File: config.mk
export PLATFORM = sky130hd
export DESIGN_NAME = spi_byte_capture
export DESIGN_NICKNAME = d
export VERILOG_FILES = /design/src/rtl/spi_byte_capture.sv
export SDC_FILE = /design/constraint.sdc
export NUM_CORES = 1
export LEC_CHECK = 0
export CORE_MARGIN = 1.5
export CORE_UTILIZATION = 60
export CTS_CLUSTER_DIAMETER = 50
export CTS_CLUSTER_SIZE = 12
export DETAILED_ROUTE_END_ITERATION = 16
export GPL_TIMING_DRIVEN = 0
export PLACE_DENSITY = 0.82
export SLEW_MARGIN = 0
export SYNTH_ARGS = -nofsm -noshare
export SYNTH_HDL_FRONTEND = slang
export SYNTH_SLANG_ARGS = --single-unit
File: constraint.sdc
create_clock -name clk -period 5.9 [get_ports clk]
set_clock_uncertainty 0.15 [all_clocks]
set_input_delay 1.475 -clock clk [delete_from_list [all_inputs] [get_ports clk]]
set_output_delay 1.475 -clock clk [all_outputs]
set_load 0.02 [all_outputs]
File: src/rtl/spi_byte_capture.sv
// rtl/spi_byte_capture.sv - masked-trigger byte capture buffer with pulsed readout
module spi_byte_capture #(
  parameter int DEPTH  = 16,
  parameter int ADDR_W = 4
) (
  input  logic              clk,
  input  logic              rst,
  input  logic [7:0]        byte_in,
  input  logic              byte_valid,
  input  logic              arm,
  input  logic [7:0]        trig_value,
  input  logic [7:0]        trig_mask,
  input  logic [ADDR_W:0]   capture_len,
  input  logic              rd_en,
  output logic [7:0]        rd_data,
  output logic              rd_valid,
  output logic [1:0]        state,
  output logic              done,
  output logic [ADDR_W:0]   count,
  output logic [7:0]        dropped
);

  typedef enum logic [1:0] {
    S_IDLE    = 2'b00,
    S_ARMED   = 2'b01,
    S_CAPTURE = 2'b10,
    S_DONE    = 2'b11
  } state_t;

  localparam logic [ADDR_W:0] DEPTH_C = (ADDR_W+1)'(DEPTH);
  localparam logic [ADDR_W:0] ONE_C   = (ADDR_W+1)'(1);

  state_t            state_q, state_d;
  logic [ADDR_W:0]   len_q, len_arm;
  logic [7:0]        val_q, mask_q;
  logic [ADDR_W:0]   count_q, rd_ptr_q;
  logic [7:0]        dropped_q;
  logic [7:0]        rd_data_q;
  logic              rd_valid_q;
  logic              done_q;
  logic [7:0]        mem [DEPTH];

  logic              mem_we;
  logic              rd_accept;
  logic              drop_inc;
  logic              trig_hit;

  // A length of zero or anything past the buffer means "fill the whole buffer".
  always_comb begin
    len_arm = capture_len;
    if (capture_len == '0 || capture_len > DEPTH_C) len_arm = DEPTH_C;
  end

  assign trig_hit = ((byte_in ^ val_q) & mask_q) == 8'h00;

  always_comb begin
    state_d   = state_q;
    mem_we    = 1'b0;
    rd_accept = 1'b0;
    drop_inc  = 1'b0;
    if (arm) begin
      state_d = S_ARMED;
    end else begin
      unique case (state_q)
        S_IDLE: ;
        S_ARMED: begin
          if (byte_valid && trig_hit) begin
            mem_we  = 1'b1;
            state_d = (len_q == ONE_C) ? S_DONE : S_CAPTURE;
          end
        end
        S_CAPTURE: begin
          if (byte_valid) begin
            mem_we = 1'b1;
            if (count_q + ONE_C == len_q) state_d = S_DONE;
          end
        end
        S_DONE: begin
          drop_inc  = byte_valid;
          rd_accept = rd_en && (rd_ptr_q < count_q);
        end
        default: state_d = S_IDLE;
      endcase
    end
  end

  always_ff @(posedge clk) begin
    if (rst) begin
      state_q    <= S_IDLE;
      count_q    <= '0;
      rd_ptr_q   <= '0;
      dropped_q  <= 8'h00;
      rd_data_q  <= 8'h00;
      rd_valid_q <= 1'b0;
      done_q     <= 1'b0;
      len_q      <= DEPTH_C;
      val_q      <= 8'h00;
      mask_q     <= 8'h00;
    end else begin
      state_q    <= state_d;
      done_q     <= (state_d == S_DONE);
      rd_valid_q <= rd_accept;
      if (arm) begin
        count_q   <= '0;
        rd_ptr_q  <= '0;
        dropped_q <= 8'h00;
        len_q     <= len_arm;
        val_q     <= trig_value;
        mask_q    <= trig_mask;
      end else begin
        if (mem_we) count_q <= count_q + ONE_C;
        if (rd_accept) begin
          rd_data_q <= mem[rd_ptr_q[ADDR_W-1:0]];
          rd_ptr_q  <= rd_ptr_q + ONE_C;
        end
        if (drop_inc && dropped_q != 8'hFF) dropped_q <= dropped_q + 8'h01;
      end
    end
  end

  // Trigger byte lands at index 0 because count is zero while ARMED.
  always_ff @(posedge clk) begin
    if (mem_we && !rst) mem[count_q[ADDR_W-1:0]] <= byte_in;
  end

  assign rd_data  = rd_data_q;
  assign rd_valid = rd_valid_q;
  assign state    = state_q;
  assign done     = done_q;
  assign count    = count_q;
  assign dropped  = dropped_q;

endmodule
==> metrics.yaml <==
layout:
  drive_above_1_share_pct: 14.3
  fin_nets: 615
  design_area_um2: 8770
  area_delta_synth_final_pct: 17.9
  fillers: 770
  antennaDiodeCount: 0
synth:
  netlist_area_um2: 7440
  synth_common_cells: "edfxtp_1 (128), dfxtp_1 (51), nor2_1 (50), mux4_2 (40), nand2_1 (28)"
  synth_edf_count: 128
  syn_avg_cell_area_um2: 15.2
  yosysTopAreaCell: "edfxtp_1"
  synth_area_leaders: "edfxtp_1 (52%), dfxtp_1 (14%), mux4_2 (12%)"
  yosysMostFrequentCell: "edfxtp_1"
  postSynth.asyncResetShare_pct: 0
  ys_warn_count: 0
  seq_area_frac_synth_pct: 65.3
  synth_nets: 538
  synth.distinct_cells: 53
  synth_top_area_share_pct: 51.6
  synth_ff_type: "edfxtp_1"
  synth_seq_cells: 179
  syn_inst: 489
sta:
  min_period_ns: 4.78
  tightest_slew_ns: 1.17
  finalSetupTns_ns: 0
  slew_headroom_pct: 21.1
  fin_crit_sh_pct: 81.1
  setup_viol_count_final: 0
  max_freq_ghz: 0.209
  hold_viol_final: 0
  drv_slew: 0
  rsz0062_at_grt: "false"
worst_setup_path:
  slowest_stage: "nor3_1"
  crit_path_start_kind: "primary input"
  r2r_cells: 6
  crit_fanout: 17
  r2r_slack_ns: 2.53
  crit_chain: "clkdlybuf4s50_1 > xor2_1 > a22oi_1 > nand3_1 > o31ai_4 > nand4b_1 > nor3_1"
  r2r-start: "state[0]"
  r2r-end: "mem[11][6]"
  cp_slowest_stage_delay_ns: 0.96
  cp-end-kind: "flop"
  worstPathRequired_ns: 5.78
  crit_arrival_ns: 4.67
  worstSetupPathType: "in2reg"
die:
  start_util_pct: 61.7
  die_y_um: 114
  std_cell_rows: 40
  die_w_um: 114
  core_um2: 12100
  io_pins: 59
  die_area_um2: 13100
hold_path:
  hold_path_end: "rd_data[1]"
  hold_path_class: "reg2reg"
  hold_path_startpoint: "rd_data[1]"
  hold_depth: 2
clock_tree:
  holdBufCountCts: 0
  postCtsSetupBuffers: 0
  cts_tree: "yes"
  numClockSinks: 179
  cts_buffers: 17
  clk_pin_slew_ns: 0.06
  clockBufferDepth: 2
  htreeDepth: 4
  clock-root-buffer: "clkbuf_16"
  cts-resized-gates: 0
  clk_latency_ns: 0.43
drt:
  routedWlPerCell_um: 21.5
  routed_via_density: 6.05
  dr.pass1.iters: 5
  vias: 4523
  drtIter0Drc: 476
  drt_wl_total_um: 16000
  final_antenna_net_count: 0
  drc: 0
global_routing:
  met1_usage_pct: 35.2
  grt_usage_pct: 26.6
  use_met2_pct: 43.5
  grt_max_degree: 18
  top_usage_layer: "met2"
  antenna_found_initial: 0
  grt.overflow.total: 0
  grt_use_met3_pct: 4.76
  grt_pass1_vias: 4512
  grt_pass1_wl_um: 25100
place:
  hpwl_um: 11100
  portBuffers: 56
  place_congestion: 0.826
  placed_area_um2: 8220
pwr:
  pwr_density_cell_nw_per_um2: 287
  leakagePower_nw: 2.88
  peakVddDrop_v: 0.000157
job:
  max_cap_viol_count: 0
outcome:
  status: "finished, final reports clean"
## cells in the final DEF, fill, tap and decap left out, types with 2 or more instances in the layout
cell type / Yosys / final
a211oi_1: 2 / 2
a21oi_1: 19 / 19
a22oi_1: 4 / 4
and3_1: 2 / 2
buf_1: 3 / 3
buf_2: 1 / 3
buf_4: 3 / 3
clkbuf_1: 16 / 20
clkbuf_16: 0 / 17
clkbuf_2: 0 / 3
clkbuf_8: 0 / 3
clkdlybuf4s50_1: 0 / 56
clkinv_2: 0 / 2
dfxtp_1: 51 / 51
edfxtp_1: 128 / 128
ha_1: 15 / 15
inv_1: 11 / 11
inv_4: 0 / 2
mux2i_1: 20 / 20
mux4_2: 40 / 40
nand2_1: 28 / 28
nand2b_1: 2 / 2
nand3_1: 10 / 10
nand3b_1: 3 / 3
nand4_1: 4 / 4
nand4b_1: 2 / 2
nor2_1: 50 / 50
nor3_1: 7 / 7
o21ai_0: 14 / 14
o31a_1: 2 / 2
o31ai_1: 3 / 3
or3_1: 2 / 2
or4_1: 3 / 3
xnor2_1: 5 / 5
xor2_1: 15 / 15
## power by group
group	switching, mW	internal (mW)	total, mW	leakage [nW]
clock network	0.440	0.619	1.06	0.279
logic	0.0586	0.0419	0.100	1.03
registers	0.00758	1.35	1.36	1.56
## layer usage
metal / share of wire (%) / vias to the layer above / wire length (µm)
li1: - / 2028 / -
met1: 40 / 2244 / 6340
met2: 51 / 229 / 8150
met3: 7.4 / 22 / 1190
met4: 2.2 / 0 / 361
met5: 0 / - / 0
## metrics by stage
stage          hold slack (ns)  power, mW  util (%)  worst slack (ns)  instances
3_5_place_dp             0.317       1.49      68.2             0.587        714
6_report                 0.337       2.52      72.7              1.12        747
5_1_grt                  0.357       2.58      72.7             0.882        747
4_1_cts                  0.337       2.53      72.7              1.00        746
3_3_place_gp             0.315       1.48      68.1             0.565        713
2_1_floorplan            0.306       1.43         -              2.24        489
## sequential cells by signal, indices dropped and copies added (netlist names)
signal,flops
count,5
done,1
dropped,8
len_q,5
mask_q,8
mem,128
rd_data,8
rd_ptr_q,5
rd_valid,1
state,2
val_q,8
## critical path: cells and delay by family
kind,cells,cell delay (ns)
AOI/OAI and AO/OA,2,0.68
xor gates and xnor gates,1,0.16
buffers and inverters,1,0.91
and+or+nand+nor,3,1.42
## cell families after synthesis
kind of cell | synth area share [%]
mux | 14.9
xor+xnor | 2.35
flops | 65.3
compound gates | 5.29
fa+ha+maj | 2.52
simple gates | 7.51
buf+inv | 2.03
## worst max path at each step
| stage | startpoint | end | cells after the start |
|---|---|---|---|
| CTS | byte_in[5] | mem[7][3] | 7 |
| detailed placement | byte_in[5] | mem[7][5] | 7 |
| global route | byte_in[5] | mem[11][6] | 7 |
| floorplan | byte_in[5] | mem[3][0] | 6 |
| finish | byte_in[5] | mem[11][6] | 7 |
| global placement | byte_in[6] | mem[3][4] | 7 |
## final cells by class
cell class / instances / area [µm²] / area share [%]
sequential: 179 / 4860 / 55.4
inverter: 11 / 41.3 / 0.471
multi-input combinational: 275 / 2430 / 27.7
buffer: 24 / 110 / 1.25
clock inverter: 5 / 52.6 / 0.599
clock buffer: 27 / 497 / 5.66
timing repair buffer: 58 / 571 / 6.50
tap: 168 / 210 / 2.40
No activity file was read; power rests on OpenSTA's default activity.
